==> src/rtl/multistep_pkg.sv <==
// ----------------------------------------------------------------------------
// multistep_pkg
// Shared definitions for the multi-channel stepper/encoder move controller:
//   - chan_state_e      : per-channel FSM state encoding
//   - SYNC_DEPTH        : number of flops in the encoder synchroniser
//   - DEFAULT_CNT_W     : default width of target/remaining counters
//   - DEFAULT_STALL_CYC : default stall timeout (100 ms at 16 MHz)
// ----------------------------------------------------------------------------
package multistep_pkg;

    typedef enum logic [1:0] {
        ST_IDLE  = 2'd0,
        ST_RUN   = 2'd1,
        ST_DONE  = 2'd2,
        ST_STALL = 2'd3
    } chan_state_e;

    localparam int unsigned SYNC_DEPTH        = 2;
    localparam int unsigned DEFAULT_CNT_W     = 16;
    localparam logic [31:0] DEFAULT_STALL_CYC = 32'd1_600_000;

endpackage

==> src/rtl/multistep_chan.sv <==
// ----------------------------------------------------------------------------
// multistep_chan
// One motor channel: encoder synchroniser + edge detector, move FSM
// (IDLE/RUN/DONE/STALL) and the remaining-distance counter.
//
// Optional feature macro: STALL_DETECT_EN
//   defined   -> a RUN timer moves the channel to STALL after STALL_CYC clocks
//                without an encoder pulse
//   undefined -> no timer exists, STALL is unreachable, stall is tied 0
//
// Ports:
//   clk       in   system clock
//   rst_n     in   asynchronous active-low reset
//   start     in   move request (level, sampled every clock)
//   abort     in   abort request, wins over start and over the final pulse
//   target    in   distance to travel, sampled only on the accepting edge
//   encoder   in   raw asynchronous encoder signal
//   motor_en  out  registered motor enable (high only in RUN)
//   busy      out  channel is not IDLE
//   done      out  one-cycle completion pulse
//   stall     out  stall flag, held until abort or a new start
//   remaining out  distance still to travel
// ----------------------------------------------------------------------------
module multistep_chan
    import multistep_pkg::*;
#(
    parameter int unsigned CNT_W = DEFAULT_CNT_W
`ifdef STALL_DETECT_EN
    ,
    parameter logic [31:0] STALL_CYC = DEFAULT_STALL_CYC
`endif
) (
    input  logic             clk,
    input  logic             rst_n,
    input  logic             start,
    input  logic             abort,
    input  logic [CNT_W-1:0] target,
    input  logic             encoder,
    output logic             motor_en,
    output logic             busy,
    output logic             done,
    output logic             stall,
    output logic [CNT_W-1:0] remaining
);

    chan_state_e            state_q, state_d;
    logic [CNT_W-1:0]       remaining_q, remaining_d;
    logic                   motor_en_q, motor_en_d;
    logic [SYNC_DEPTH-1:0]  sync_q, sync_d;
    logic                   enc_prev_q, enc_prev_d;
    logic                   pulse;
    logic                   timeout;

    // The synchroniser shifts the raw encoder in; the edge register holds the
    // previous synchronised value so a rising edge yields a single-cycle pulse
    // that the FSM consumes on the third clock after the raw edge.
    always_comb begin
        sync_d     = {sync_q[SYNC_DEPTH-2:0], encoder};
        enc_prev_d = sync_q[SYNC_DEPTH-1];
        pulse      = sync_q[SYNC_DEPTH-1] & ~enc_prev_q;
    end

`ifdef STALL_DETECT_EN
    logic [31:0] timer_q, timer_d;

    // Timer counts RUN cycles since entry or since the last pulse; it fires on
    // the edge where the count would reach STALL_CYC.
    always_comb begin
        timeout = (state_q == ST_RUN) && (timer_q == STALL_CYC - 32'd1);
        timer_d = '0;
        if ((state_q == ST_RUN) && (state_d == ST_RUN) && !pulse) begin
            timer_d = timer_q + 32'd1;
        end
    end

    always_ff @(posedge clk or negedge rst_n) begin
        if (!rst_n) begin
            timer_q <= '0;
        end else begin
            timer_q <= timer_d;
        end
    end
`else
    assign timeout = 1'b0;
`endif

    // Next-state logic. Abort is checked first everywhere so it wins over a
    // simultaneous start or final pulse; a start in STALL behaves as in IDLE.
    always_comb begin
        state_d     = state_q;
        remaining_d = remaining_q;
        unique case (state_q)
            ST_IDLE, ST_STALL: begin
                if (abort) begin
                    state_d = ST_IDLE;
                end else if (start) begin
                    state_d     = (target == '0) ? ST_DONE : ST_RUN;
                    remaining_d = target;
                end
            end
            ST_RUN: begin
                if (abort) begin
                    state_d = ST_IDLE;
                end else if (pulse) begin
                    // <= 1 also covers a zero count so the counter cannot wrap
                    if (remaining_q <= CNT_W'(1)) begin
                        state_d     = ST_DONE;
                        remaining_d = '0;
                    end else begin
                        remaining_d = remaining_q - CNT_W'(1);
                    end
                end else if (timeout) begin
                    state_d = ST_STALL;
                end
            end
            ST_DONE: begin
                state_d = ST_IDLE;
            end
            default: begin
                state_d = ST_IDLE;
            end
        endcase
        motor_en_d = (state_d == ST_RUN);
    end

    always_ff @(posedge clk or negedge rst_n) begin
        if (!rst_n) begin
            state_q     <= ST_IDLE;
            remaining_q <= '0;
            motor_en_q  <= 1'b0;
            sync_q      <= '0;
            enc_prev_q  <= 1'b0;
        end else begin
            state_q     <= state_d;
            remaining_q <= remaining_d;
            motor_en_q  <= motor_en_d;
            sync_q      <= sync_d;
            enc_prev_q  <= enc_prev_d;
        end
    end

    assign motor_en  = motor_en_q;
    assign busy      = (state_q != ST_IDLE);
    assign done      = (state_q == ST_DONE);
    assign remaining = remaining_q;
`ifdef STALL_DETECT_EN
    assign stall     = (state_q == ST_STALL);
`else
    assign stall     = 1'b0;
`endif

endmodule

==> src/rtl/multistep_ctl.sv <==
// ----------------------------------------------------------------------------
// multistep_ctl
// Top level: NCH independent multistep_chan instances; this level only slices
// the flattened per-channel buses.
//
// Optional feature macro: STALL_DETECT_EN (stall timeout, see multistep_chan)
//
// Ports:
//   clk       in   16 MHz system clock
//   rst_n     in   asynchronous active-low reset
//   start     in   [NCH]        per-channel start request
//   abort     in   [NCH]        per-channel abort request
//   target    in   [NCH*CNT_W]  channel i at [i*CNT_W +: CNT_W]
//   encoder   in   [NCH]        raw asynchronous encoder inputs
//   motor_en  out  [NCH]        registered motor enables
//   busy      out  [NCH]        channel not IDLE
//   done      out  [NCH]        one-cycle completion pulses
//   stall     out  [NCH]        stall flags
//   remaining out  [NCH*CNT_W]  per-channel remaining distance
// ----------------------------------------------------------------------------
module multistep_ctl
    import multistep_pkg::*;
#(
    parameter int unsigned NCH       = 2,
    parameter int unsigned CNT_W     = DEFAULT_CNT_W,
    parameter logic [31:0] STALL_CYC = DEFAULT_STALL_CYC
) (
    input  logic                 clk,
    input  logic                 rst_n,
    input  logic [NCH-1:0]       start,
    input  logic [NCH-1:0]       abort,
    input  logic [NCH*CNT_W-1:0] target,
    input  logic [NCH-1:0]       encoder,
    output logic [NCH-1:0]       motor_en,
    output logic [NCH-1:0]       busy,
    output logic [NCH-1:0]       done,
    output logic [NCH-1:0]       stall,
    output logic [NCH*CNT_W-1:0] remaining
);

    // Reject unsupported configurations at elaboration time.
    if ((NCH < 1) || (NCH > 8) || (CNT_W < 1) || (STALL_CYC == 32'd0)) begin : g_bad_cfg
        $error("multistep_ctl: unsupported parameter set");
    end

    for (genvar i = 0; i < NCH; i++) begin : g_chan
        multistep_chan #(
            .CNT_W     (CNT_W)
`ifdef STALL_DETECT_EN
            ,
            .STALL_CYC (STALL_CYC)
`endif
        ) u_chan (
            .clk       (clk),
            .rst_n     (rst_n),
            .start     (start[i]),
            .abort     (abort[i]),
            .target    (target[i*CNT_W +: CNT_W]),
            .encoder   (encoder[i]),
            .motor_en  (motor_en[i]),
            .busy      (busy[i]),
            .done      (done[i]),
            .stall     (stall[i]),
            .remaining (remaining[i*CNT_W +: CNT_W])
        );
    end

endmodule

==> config.mk <==
export PLATFORM = sky130hd
export DESIGN_NAME = multistep_ctl
export DESIGN_NICKNAME = d
export VERILOG_FILES = /design/src/rtl/multistep_pkg.sv /design/src/rtl/multistep_chan.sv /design/src/rtl/multistep_ctl.sv
export SDC_FILE = /design/constraint.sdc
export NUM_CORES = 1
export LEC_CHECK = 0
export ABC_AREA = 1
export BUFFER_PORTS_ARGS = -buffer_cell sky130_fd_sc_hd__clkbuf_2
export CAP_MARGIN = 20
export CORE_ASPECT_RATIO = 1.1
export CORE_UTILIZATION = 50
export CTS_BUF_LIST = sky130_fd_sc_hd__clkbuf_4 sky130_fd_sc_hd__clkbuf_8
export CTS_CLUSTER_SIZE = 12
export DETAILED_ROUTE_END_ITERATION = 8
export GPL_TIMING_DRIVEN = 1
export PLACE_DENSITY = 0.79
export SYNTH_ARGS = -nofsm -noshare
export SYNTH_HDL_FRONTEND = slang
export SYNTH_HIERARCHICAL = 1
export SYNTH_SLANG_ARGS = --single-unit
==> constraint.sdc <==
create_clock -name clk -period 1.43 [get_ports clk]
set_input_delay 0.286 -clock clk [delete_from_list [all_inputs] [get_ports clk]]
set_output_delay 0.286 -clock clk [all_outputs]
set_load 0.01 [all_outputs]
# Yosys cells after proc, flatten, opt, wreduce, memory -nomap -nowiden
# Index checks and enable logic that the tools add are counted.
# totals
elab_cells,72
ff_bits,44
out_inout_bits,40
# op_classes
mux,26
bitwise,4
addsub,2
n_reduce_logical,12
eq_ne,16
order_cmp,2
# op_table
op,n
$mux W16,10
$pmux W16 S2,2
$le A16 B1 Y1 const B,2
$logic_not A16 Y1,2
$sub A16 B1 Y16 const B,2
$mux W2,12
$ne A2 B2 Y1 const B,6
$pmux W2 S3,2
$reduce_and A5 Y1,2
$eq A2 B1 Y1 const B,4
$eq A2 B2 Y1 const B,4
$reduce_bool A2 Y1,4
$logic_not A2 Y1,2
$ne A2 B1 Y1 const B,2
$reduce_or A2 Y1,2
$and A1 B1 Y1,2
$not A1 Y1,2

# Depth between registers and ports, before layout
# Gate-level depths: netlist (run 1).
# depth
ltp_word,6
depth_mapped,9

# Modules after synthesis
# Netlist (run 1), hierarchy kept.
# by_module_without_submodules
mod,area_per_inst_um2,instances,cells_per_inst,seq_area_each_um2
multistep_chan at g_chan[1].u_chan,1590.3,1,222,550.5
multistep_chan at g_chan[0].u_chan,1585.3,1,222,550.5

# Worst setup path after synthesis (run 1)
# No wires, ideal clock.
# synth_path
kind,reg2reg
start,register g_chan[1].u_chan.state_q[0]
end,register g_chan[1].u_chan.remaining_q[14]
stages_incl_launch_ff,8
synth_period_minus_slack_ps,1546
path_buffers,1
setup_ps,122
setup_slack_ps,-116
arrival_ps,1425
cell_sequence,dfrtp_1 -> inv_1 -> ha_1 -> a21oi_2 -> nand3_2 -> buf_2 -> a21oi_1 -> a21oi_2
# synth_via
elab_chain_cells,4
word_cells_on_any_way,11
classes_between,eq/ne (6); mux (1); reduce/logical (4)
# synth_rtl
item,line,text
start: declaration,multistep_chan.sv:46,"chan_state_e state_q, state_d;"
start signal: assignment,multistep_chan.sv:134,state_q <= state_d;
$eq A2 B2 Y1 / $logic_not A2 Y1 (equally long branches),multistep_chan.sv:92,unique case (state_q)
$reduce_or A2 Y1,multistep_chan.sv:92,
$ne A2 B2 Y1 (no line) / $reduce_bool A2 Y1 (equally long branches),-,
$reduce_and A5 Y1 (no line),-,
end signal: assignment,multistep_chan.sv:135,remaining_q <= remaining_d;
end: declaration,multistep_chan.sv:47,"logic [CNT_W-1:0] remaining_q, remaining_d;"
# Several ways; a longest one is shown, not always the timed one.
# A chain may end at the register's enable or synchronous reset.

# Worst setup path after layout (run 1)
# layout_path
start,register g_chan[1].u_chan.state_q[0]
end,register g_chan[1].u_chan.remaining_q[12]
# Same word-level chain as after synthesis.

==> results.rst, run 1 <==
.. list-table::
   :header-rows: 1

   * - Metric
     - Value
   * - Detail Route Antenna Nets
     - 0
   * - Worst Setup Path Type
     - reg -> reg
   * - DRT iter0 DRCs
     - 285
   * - Detailed Place HPWL
     - 6.84 mm
   * - Ordered cell list for the critical path
     - inv_2, ha_4, a21oi_4, nand3_4, buf_12, a21oi_2, a21oi_2
   * - Failing checks
     - setup timing
   * - Final hold vios
     - 0
   * - Clock buffers created by TritonCTS
     - 5
   * - Clk pin slew, worst setup/hold paths
     - 0.09 ns
   * - Count of endpoints failing setup in the final report
     - 36
   * - Post-Route Skew
     - 0.00730 ns
   * - TritonCTS clock tree
     - built
   * - Power density cells
     - 2300 nW/µm²
   * - WP data required
     - 1.62 ns
   * - Total number of yosys warnings
     - 6
   * - Global-route congestion overflow total
     - 0
   * - Non-filler cells, final
     - 661
   * - Mean instance size in the synthesized netlist
     - 7.15 µm²
   * - Quantity of I/O buffers inserted on ports
     - 77
   * - Hold slack
     - 0.0898 ns
   * - Share of the synthesized area in the top cell type
     - 34.7%
   * - Via density per instance
     - 5.72
   * - Share of post-route cells with drive strength above 1
     - 50.3%
   * - Most Frequent Cell on Critical Path
     - a21oi_2
   * - I/O pin count
     - 80
   * - Internal Power
     - 5820 µW
   * - Worst hold path type
     - in -> reg
   * - Post-placement setup slack
     - -0.182 ns
   * - Instance count after placement with tap cells included
     - 641
   * - First-pass GRT wire length
     - 15.5 mm
   * - # DRC
     - 0
   * - Post-route minimum period
     - 1.61 ns
   * - Worst EP arrival
     - 1.80 ns
   * - Worst r2r dst
     - g_chan[1].u_chan/remaining[12]$_DFFE_PN0P_
   * - Cell row count
     - 30
   * - Origin of the critical flop-to-flop path
     - g_chan[1].u_chan/state_q[0]$_DFF_PN0_
   * - Switching power of the nets
     - 5380 µW
   * - Endpoint of the worst setup timing path
     - g_chan[1].u_chan/remaining[12]$_DFFE_PN0P_
   * - Sequential group share of total power
     - 21.5%
   * - Instance count on the critical path
     - 7
   * - Die Outline Area
     - 6670 µm²
   * - Cell at the root of the clock tree
     - clkbuf_8
   * - Die Y
     - 85.6 µm
   * - Outcome
     - finished, violations left
   * - Number of nets in the final layout
     - 630
   * - Share of power burned in the clock network
     - 8.8%
   * - Final Wtd Congestion
     - 0.918
   * - Distinct cell type count after synthesis
     - 30
   * - Count of inserted antenna diode cells
     - 0
   * - Gate Count Post-Synth
     - 444
   * - Worst setup EP type
     - flop
   * - Depth of the worst register-to-register path
     - 7
   * - Critical path startpoint category
     - flop
   * - First-pass iteration count of the detailed router
     - 5
   * - Leading cell types by total area after synthesis
     - dfrtp_1, nand2_1, nor2_1
   * - Initial cell density of the core
     - 51.6%
   * - Clock latency on the worst-skew pair
     - 0.30 ns
   * - Standard cell with the maximum stage delay on the critical path
     - dfrtp_2
   * - Setup repair after global routing missed its margin
     - true
   * - Core area
     - 6160 µm²
   * - Clk sinks
     - 44
   * - Largest vdd supply drop
     - 0.00143 V
   * - Initial antenna violation count
     - 0
   * - Most area-hungry cell type in the Yosys netlist
     - dfrtp_1
   * - Fmax achieved
     - 622 MHz
   * - Proportion of synthesized chip area in sequential cells
     - 34.7%
   * - Number of global-route vias before repair
     - 3423
   * - Number of synthesized register bits
     - 44
   * - Maximum number of pins on one net before global-route repair
     - 45
   * - Syn-to-layout area delta
     - 53.2%
   * - CTS H-Tree Depth
     - 2
   * - Final worst setup slack
     - -0.177 ns
   * - Post-synthesis instance area
     - 3180 µm²
   * - Setup crit start
     - g_chan[1].u_chan/state_q[0]$_DFF_PN0_
   * - Bufs and invs on worst path
     - 2
   * - Routed via count
     - 3782
   * - Die W
     - 78.0 µm
   * - LEAKAGE
     - 0.00221 µW
   * - Synth Net Count
     - 494
   * - Fin crit share
     - 112%
   * - Number of max-cap violations
     - 0
   * - Max Root-Sink Buffers
     - 2
   * - Reg-to-reg setup timing slack
     - -0.18 ns
   * - Post-Route Utilization
     - 79.0%
   * - Fin. max-slew vios
     - 0
   * - Combinational cell fraction of total power
     - 69.7%
   * - WL/cell
     - 16.6 µm
   * - All-Layer GR Usage
     - 29.4%
   * - Slowest stage delay, CP
     - 0.45 ns
   * - Highest fanout seen on the critical path
     - 18
   * - WL final
     - 11.0 mm
   * - Fraction of power spent switching nets
     - 48.0%
   * - Cell class contributing the biggest share of worst-path delay
     - flip-flops
-- final cells by class --
| cell class | count | area (µm²) |
|---|---|---|
| clock buffer | 5 | 68.8 |
| clock inverter | 3 | 42.5 |
| fill | 384 | 1290 |
| inverter | 53 | 216 |
| multi-input combinational | 335 | 2310 |
| sequential | 44 | 1110 |
| tap | 80 | 100 |
| timing repair buffer | 141 | 1020 |
-- how the worst min path moves through the flow --
stage | start | endpoint | slack (ns) | cells after the start
5_1_grt | encoder[1] | g_chan[1].u_chan/sync_q[0]$_DFF_PN0_ | 0.08 | 1
3_3_place_gp | rst_n | g_chan[0].u_chan/remaining[14]$_DFFE_PN0P_ | 0.29 | 2
4_1_cts | encoder[1] | g_chan[1].u_chan/sync_q[0]$_DFF_PN0_ | 0.08 | 1
2_1_floorplan | rst_n | g_chan[0].u_chan/enc_prev_q$_DFF_PN0_ | -0.01 | 0
3_5_place_dp | rst_n | g_chan[0].u_chan/remaining[6]$_DFFE_PN0P_ | 0.29 | 2
6_report | encoder[1] | g_chan[1].u_chan/sync_q[0]$_DFF_PN0_ | 0.09 | 1
-- cells in the final DEF (no fill, tap or decap), types with 4 or more instances in the layout --
cell / instances
a21oi_1: 11
a21oi_2: 38
a21oi_4: 11
a22oi_2: 8
buf_12: 5
buf_4: 48
buf_6: 9
clkbuf_2: 74
clkbuf_8: 5
dfrtp_1: 37
dfrtp_2: 7
ha_4: 10
inv_1: 34
inv_2: 15
nand2_1: 90
nand2_2: 10
nand3_1: 17
nand3_2: 9
nand3_4: 4
nand3b_1: 5
nor2_1: 70
nor2_2: 10
nor2_4: 12
xor2_1: 14
-- power groups by stage --
stage | Clock [µW] | Sequential (µW) | Combinational (µW)
after CTS | 1000 | 2320 | 6750
after global placement | 0 | 2300 | 6150
final | 989 | 2410 | 7800
after detailed placement | 0 | 2330 | 6370
after floorplan | 0 | 2620 | 3640
after global routing | 1050 | 2460 | 8360
-- layer usage --
metal  GRT usage, %  part of all wire [%]  routed length (µm)
met3           4.89                   7.4                 811
met5              0                     0                   0
met2           51.2                    50                5470
met4           16.5                   6.5                 714
met1           34.3                    36                3990
-- stage by stage --
stage / area [µm²] / power (µW) / setup TNS [ns]
3_5_place_dp: 4240 / 8700 / -3.50
2_1_floorplan: 3410 / 6270 / -0.189
6_report: 4870 / 11200 / -4.13
5_1_grt: 4870 / 11900 / -6.47
4_1_cts: 4530 / 10100 / -3.29
3_3_place_gp: 4240 / 8450 / -1.56
-- synth_stat cells --
cell type,n
a22oi_2,7
or2_1,1
ha_1,10
a21oi_4,2
xor2_1,14
nand2_1,98
nor2_1,82
or2_0,1
o21ai_0,2
a21oi_1,43
a22oi_1,3
nor2_2,6
inv_1,46
buf_4,4
nand3b_1,5
buf_2,4
a21oi_2,15
buf_6,2
inv_2,7
conb_1,2
clkbuf_1,2
nor2_4,4
nand2_4,2
nor3_1,2
dfrtp_1,44
nand3_2,3
or2_2,2
o21ai_1,2
nand2_2,2
nand3_1,27
-- sequential cells by signal, summed over array words and instances (netlist names) --
signal / flops
g_chan.u_chan/sync_q: 4
g_chan.u_chan/enc_prev_q: 2
g_chan.u_chan/state_q: 4
g_chan.u_chan/remaining: 32
g_chan.u_chan/motor_en: 2
-- cell families (layout without fill, tap and decap cells) --
| group | count (synthesis) | count (layout) | synth area share [%] |
|---|---|---|---|
| adder cells (fa/ha/maj) | 10 | 10 | 3.94 |
| other | 2 | 2 | 0.236 |
| flip-flops | 44 | 44 | 34.7 |
| XOR/XNOR | 14 | 14 | 3.86 |
| AO/OA/AOI/OAI | 74 | 74 | 16.0 |
| buffers and inverters | 65 | 202 | 8.79 |
| AND/OR/NAND/NOR | 235 | 235 | 32.5 |
-- what timing repair did --
| action | 4_1_cts | 5_1_grt |
|---|---|---|
| endpoints found under the hold margin | 44 | 0 |
| resized for setup | 30 | 63 |
| pin swaps | 8 | 17 |
| hold buffers | 1 | 0 |
| setup buffers | 4 | 4 |
| cloned | 1 | 2 |
| endpoints found under the setup margin | 38 | 41 |
Note: power is estimated with default switching activity, not from simulation.
==> run 2: changes to the inputs <==
--- a/config.mk
+++ b/config.mk
@@ -15,6 +15,7 @@
 export DETAILED_ROUTE_END_ITERATION = 8
 export GPL_TIMING_DRIVEN = 1
 export PLACE_DENSITY = 0.79
+export SETUP_SLACK_MARGIN = 0.1
 export SYNTH_ARGS = -nofsm -noshare
 export SYNTH_HDL_FRONTEND = slang
 export SYNTH_HIERARCHICAL = 1
==> run 2 against run 1 <==
The flow still finishes with violations (setup timing). Cell count increased by 1.4%. Combinational power increased by 1%. Hold slack improved by 0.0092 ns. Wire length decreased by 5.1%. First-iteration DRC count increased by 37%. Clock power decreased by 20%. Global-route usage decreased by 2.6 points. Maximum frequency decreased by 4.9%. Setup slack got worse by 0.082 ns. Flip-flop and latch count unchanged. Clock skew increased by 0.0082 ns. Die area unchanged.
==> results.rst, run 2 (synthesis results as in run 1) <==
.. list-table::
   :header-rows: 1

   * - Metric
     - Value
   * - Cell row count
     - 30
   * - Final hold vios
     - 0
   * - Clk pin slew, worst setup/hold paths
     - 0.09 ns
   * - DRT iter0 DRCs
     - 390
   * - Post-route cell area
     - 4850 µm²
   * - CTS H-Tree Depth
     - 2
   * - Setup repair after global routing missed its margin
     - true
   * - Global-route congestion overflow total
     - 0
   * - Detailed Place HPWL
     - 6.69 mm
   * - Initial cell density of the core
     - 51.6%
   * - Die W
     - 78.0 µm
   * - Flip-flop count of the largest register after layout
     - 32
   * - Quantity of I/O buffers inserted on ports
     - 77
   * - Non-filler cells, final
     - 670
   * - Via density per instance
     - 5.51
   * - Final worst setup slack
     - -0.259 ns
   * - Commonest cells after routing, fill and taps aside
     - nand2_1, nor2_1, clkbuf_2
   * - Fin. max-slew vios
     - 0
   * - Critical path startpoint category
     - flop
   * - Number of global-route vias before repair
     - 3276
   * - Worst Setup Path Type
     - reg -> reg
   * - Failing checks
     - setup timing
   * - # DRC
     - 0
   * - Routed via count
     - 3690
   * - Post-Route Skew
     - 0.0155 ns
   * - First-pass GRT wire length
     - 14.2 mm
   * - Power density cells
     - 2280 nW/µm²
   * - First-pass iteration count of the detailed router
     - 5
   * - Post-place instance area
     - 4310 µm²
   * - Worst EP arrival
     - 1.91 ns
   * - Final Wtd Congestion
     - 0.892
   * - WP data required
     - 1.65 ns
   * - Outcome
     - finished, violations left
   * - All-Layer GR Usage
     - 26.7%
   * - Number of nets in the final layout
     - 640
   * - Count of inserted antenna diode cells
     - 0
   * - Number of inserted filler cells in the final layout
     - 393
   * - Clock latency on the worst-skew pair
     - 0.30 ns
   * - Number of max-cap violations
     - 0
   * - TritonCTS clock tree
     - built
   * - Initial antenna violation count
     - 0
   * - Post-route minimum period
     - 1.69 ns
   * - Instance count after placement with tap cells included
     - 650
   * - LEAKAGE
     - 0.00224 µW
   * - Worst setup EP type
     - flop
   * - Hold slack
     - 0.0990 ns
   * - Worst hold path type
     - in -> reg
   * - Fmax achieved
     - 592 MHz
   * - Share of post-route cells with drive strength above 1
     - 50.3%
   * - Clock buffers created by TritonCTS
     - 5
   * - Fin crit share
     - 118%
   * - Clk sinks
     - 44
   * - I/O pin count
     - 80
   * - Count of endpoints failing setup in the final report
     - 37
   * - Highest fanout seen on the critical path
     - 8
   * - WL final
     - 10.4 mm
   * - Cell at the root of the clock tree
     - clkbuf_8
   * - Max Root-Sink Buffers
     - 2
   * - Syn-to-layout area delta
     - 52.8%
   * - Maximum number of pins on one net before global-route repair
     - 45
   * - Detail Route Antenna Nets
     - 0
   * - Largest vdd supply drop
     - 0.00145 V
   * - WL/cell
     - 15.6 µm
   * - Core area
     - 6160 µm²
   * - Most common cell after layout, fill and taps aside
     - nand2_1
   * - Die Y
     - 85.6 µm
   * - Die Outline Area
     - 6670 µm²
==> run 2: worst paths after layout <==
check	startpoint	endpoint	slack (ns)	cells past startpoint
worst min register to register	g_chan[1].u_chan/sync_q[0]$_DFF_PN0_	g_chan[1].u_chan/sync_q[1]$_DFF_PN0_	0.35	0
worst min-delay path	encoder[1]	g_chan[1].u_chan/sync_q[0]$_DFF_PN0_	0.1	1
worst max register to register	g_chan[0].u_chan/remaining[1]$_DFFE_PN0P_	g_chan[0].u_chan/remaining[7]$_DFFE_PN0P_	-0.26	9
max in group asynchronous	rst_n	g_chan[1].u_chan/state_q[0]$_DFF_PN0_	0.68	3
min in group asynchronous	rst_n	g_chan[0].u_chan/remaining[10]$_DFFE_PN0P_	0.50	3
worst max-delay path	g_chan[0].u_chan/remaining[1]$_DFFE_PN0P_	g_chan[0].u_chan/remaining[7]$_DFFE_PN0P_	-0.26	9
==> run 2: worst max-delay path: stages, from the launching register on <==
cell and delay, ns:
dfrtp_1 0.38, inv_2 0.09, ha_4 0.17, buf_6 0.12, o21ai_4 0.17, nor2_4 0.06
a21oi_4 0.21, clkbuf_16 0.20, nand2_1 0.07, a21oi_2 0.14
==> run 2: power breakdown <==
part	leakage [µW]	switching [µW]	internal (µW)
logic	0.00170	4230	3670
clock network	0.0000445	435	352
registers	0.000494	562	1810
total	0.00224	5230	5830
==> run 2: cell type report <==
class	count	area [µm²]	share of cell area, %
multi-input combinational	335	2240	46.2
sequential	44	1110	22.8
timing repair buffer	151	1100	22.7
inverter	53	219	4.51
tap	80	100	2.06
clock buffer	6	76.3	1.57
clock inverter	1	5.00	0.103
==> run 2: routing by layer <==
| layer | share of wire, % | up-vias | global-route usage [%] |
|---|---|---|---|
| met5 | 0 | - | 0 |
| met4 | 3.6 | 0 | 6.73 |
| met3 | 6.8 | 48 | 3.51 |
| met2 | 51 | 187 | 48.4 |
| met1 | 39 | 1753 | 33.6 |
| li1 | - | 1702 | - |
==> run 2: metrics by stage <==
step	utilization [%]	total power, µW	setup slack [ns]	setup TNS (ns)
floorplan	-	6300	-0.00898	-0.180
global placement	69.9	8600	-0.0875	-1.87
detailed placement	69.9	8770	-0.145	-3.64
CTS	74.7	10000	-0.133	-3.28
global route	78.8	11800	-0.258	-7.13
finish	78.8	11100	-0.259	-5.24
==> run 2: repair_timing <==
action,4_1_cts,5_1_grt
setup buffers,5,7
hold buffers,1,0
endpoints found under the hold margin,44,0
pin swaps,15,27
endpoints found under the setup margin,41,44
gates resized for setup,38,53
cloned,0,1
==> run 3: changes to the inputs <==
--- a/config.mk
+++ b/config.mk
@@ -9,12 +9,13 @@
 export BUFFER_PORTS_ARGS = -buffer_cell sky130_fd_sc_hd__clkbuf_2
 export CAP_MARGIN = 20
 export CORE_ASPECT_RATIO = 1.1
-export CORE_UTILIZATION = 50
+export CORE_MARGIN = 3
+export CORE_UTILIZATION = 55
 export CTS_BUF_LIST = sky130_fd_sc_hd__clkbuf_4 sky130_fd_sc_hd__clkbuf_8
 export CTS_CLUSTER_SIZE = 12
 export DETAILED_ROUTE_END_ITERATION = 8
 export GPL_TIMING_DRIVEN = 1
-export PLACE_DENSITY = 0.79
+export PLACE_DENSITY = 0.82
 export SETUP_SLACK_MARGIN = 0.1
 export SYNTH_ARGS = -nofsm -noshare
 export SYNTH_HDL_FRONTEND = slang
==> constraint.sdc (replaced) <==
create_clock -name clk -period 1.8 [get_ports clk]
set_input_delay 0.36 -clock clk [delete_from_list [all_inputs] [get_ports clk]]
set_output_delay 0.36 -clock clk [all_outputs]
set_load 0.01 [all_outputs]
==> run 3 against run 2 <==
The flow now finishes without violations. Clock-buffer cell count fell by 1. Die area up 0.73%. Total power fell by 39%. Flip-flop and latch count did not move. Wire length shrank 24%. Critical path type unchanged. Largest cell class unchanged.
==> results.rst, run 3 (synthesis results as in run 1) <==
.. list-table::
   :header-rows: 1

   * - Metric
     - Value
   * - Quantity of I/O buffers inserted on ports
     - 77
   * - Fin crit share
     - 91.1%
   * - Clock buffers created by TritonCTS
     - 5
   * - WP data required
     - 2.03 ns
   * - WL/cell
     - 13.2 µm
   * - Worst hold path type
     - in -> async
   * - Syn-to-layout area delta
     - 22.6%
   * - Core area
     - 5500 µm²
   * - Slowest stage delay, CP
     - 0.39 ns
   * - Clock latency on the worst-skew pair
     - 0.30 ns
   * - Internal Power
     - 3460 µW
   * - Most common cell after layout, fill and taps aside
     - nand2_1
   * - Number of nets in the final layout
     - 577
   * - Largest vdd supply drop
     - 0.00112 V
   * - Die W
     - 78.5 µm
   * - Max Root-Sink Buffers
     - 2
   * - Worst EP arrival
     - 1.87 ns
   * - Post-Route Utilization
     - 70.8%
   * - Fmax achieved
     - 610 MHz
   * - Final hold vios
     - 0
   * - Bufs and invs on worst path
     - 2
   * - Clk sinks
     - 44
   * - Post-route minimum period
     - 1.64 ns
   * - Share of power burned in the clock network
     - 11.4%
   * - Via density per instance
     - 5.24
   * - All-Layer GR Usage
     - 24.5%
   * - Outcome
     - completed
   * - Number of inserted filler cells in the final layout
     - 456
   * - Detail Route Antenna Nets
     - 0
   * - Clk pin slew, worst setup/hold paths
     - 0.09 ns
   * - Fraction of power spent switching nets
     - 48.5%
   * - LEAKAGE
     - 0.00191 µW
   * - Maximum number of pins on one net before global-route repair
     - 45
   * - WL final
     - 7.94 mm
   * - Initial cell density of the core
     - 57.7%
   * - Cell row count
     - 28
   * - I/O pin count
     - 80
   * - Number of buffers inserted by hold repair at cts
     - 0
   * - Final Wtd Congestion
     - 0.914
   * - Setup repair after global routing missed its margin
     - false
   * - Count of endpoints failing setup in the final report
     - 0
   * - # DRC
     - 0
   * - Total negative slack for setup checks
     - 0 ns
   * - Routed via count
     - 3158
   * - First-pass iteration count of the detailed router
     - 5
   * - Sequential group share of total power
     - 30.0%
   * - Number of global-route vias before repair
     - 3018
   * - Ordered cell list for the critical path
     - inv_1, ha_1, o21ai_1, nor2_2, a21oi_4, buf_12, nand3_1, a21oi_1
   * - DRT iter0 DRCs
     - 132
   * - Transition time at the pin with the least slew margin
     - 0.549 ns
   * - TritonCTS clock tree
     - built
   * - Die Outline Area
     - 6720 µm²
   * - Flip-flop count of the largest register after layout
     - 32
   * - Standard cell with the maximum stage delay on the critical path
     - dfrtp_1
   * - Fin. max-slew vios
     - 0
   * - Combinational cell fraction of total power
     - 58.6%
   * - Cell at the root of the clock tree
     - clkbuf_8
   * - Number of max-cap violations
     - 0
   * - CTS H-Tree Depth
     - 2
   * - Worst Setup Path Type
     - reg -> reg
   * - Power density cells
     - 1730 nW/µm²
   * - Count of inserted antenna diode cells
     - 0
   * - Worst rel slew slack
     - 63.4%
   * - First-pass GRT wire length
     - 13.3 mm
   * - Worst setup EP type
     - flop
   * - Die Y
     - 85.7 µm
   * - Commonest cells after routing, fill and taps aside
     - nand2_1, nor2_1, clkbuf_2
   * - Initial antenna violation count
     - 0
   * - Switching power of the nets
     - 3260 µW
   * - Share of post-route cells with drive strength above 1
     - 30.1%
   * - Critical path startpoint category
     - flop
   * - Final worst setup slack
     - 0.161 ns
   * - Post-Route Skew
     - 0.00628 ns
   * - Post-placement setup slack
     - 0.0705 ns
   * - Detailed Place HPWL
     - 6.06 mm
   * - Cell class contributing the biggest share of worst-path delay
     - compound AO/OA/AOI/OAI gates
   * - Highest fanout seen on the critical path
     - 16
   * - Global-route congestion overflow total
     - 0
-- run 3: final timing paths --
path	from	slack (ns)	depth (start not counted)	to
min in group clk	encoder[1]	0.16	1	g_chan[1].u_chan/sync_q[0]$_DFF_PN0_
worst max-delay path	g_chan[1].u_chan/remaining[0]$_DFFE_PN0P_	0.16	8	g_chan[1].u_chan/remaining[13]$_DFFE_PN0P_
worst min-delay path	rst_n	0.13	2	g_chan[0].u_chan/remaining[5]$_DFFE_PN0P_
max in group asynchronous	rst_n	1.30	2	g_chan[0].u_chan/sync_q[0]$_DFF_PN0_
worst max register to register	g_chan[1].u_chan/remaining[0]$_DFFE_PN0P_	0.16	8	g_chan[1].u_chan/remaining[13]$_DFFE_PN0P_
worst min register to register	g_chan[1].u_chan/sync_q[0]$_DFF_PN0_	0.36	0	g_chan[1].u_chan/sync_q[1]$_DFF_PN0_
-- run 3: per-stage QoR --
step | cells | cell area [µm²] | hold WS (ns) | total power [µW]
6_report | 603 | 3890 | 0.129 | 6720
5_1_grt | 603 | 3890 | 0.152 | 7290
4_1_cts | 602 | 3830 | 0.146 | 6600
3_5_place_dp | 593 | 3690 | 0.342 | 5760
3_3_place_gp | 593 | 3690 | 0.334 | 5610
2_1_floorplan | 444 | 3180 | 0.0644 | 4510
-- run 3: final cells by class --
class                           count  area, µm²  area share, %
Multi-Input combinational cell    335       1860           47.8
Tap cell                           75       93.8           2.41
Clock inverter                      3       42.5           1.09
Inverter                           53        206           5.30
Timing Repair Buffer               88        518           13.3
Clock buffer                        5       68.8           1.77
Sequential cell                    44       1100           28.3
-- run 3: power groups by stage --
stage | logic, µW | clock network (µW) | registers [µW]
CTS | 3830 | 779 | 1990
floorplan | 2450 | 0 | 2050
global route | 4390 | 825 | 2080
global placement | 3620 | 0 | 1990
finish | 3940 | 765 | 2020
detailed placement | 3750 | 0 | 2010
-- run 3: routing by layer --
| metal | track usage (%) | vias to the layer above | wire [µm] |
|---|---|---|---|
| met5 | 0 | - | 0 |
| li1 | - | 1567 | - |
| met2 | 43.3 | 137 | 3980 |
| met4 | 8.59 | 0 | 141 |
| met1 | 30.0 | 1440 | 3300 |
| met3 | 4.41 | 14 | 527 |
-- run 3: what timing repair did --
| action | 4_1_cts | 5_1_grt |
|---|---|---|
| pin swaps | 0 | 2 |
| cloned | 0 | 0 |
| endpoints found under the setup margin | 23 | 36 |
| setup buffers | 1 | 1 |
| gates resized for setup | 3 | 16 |
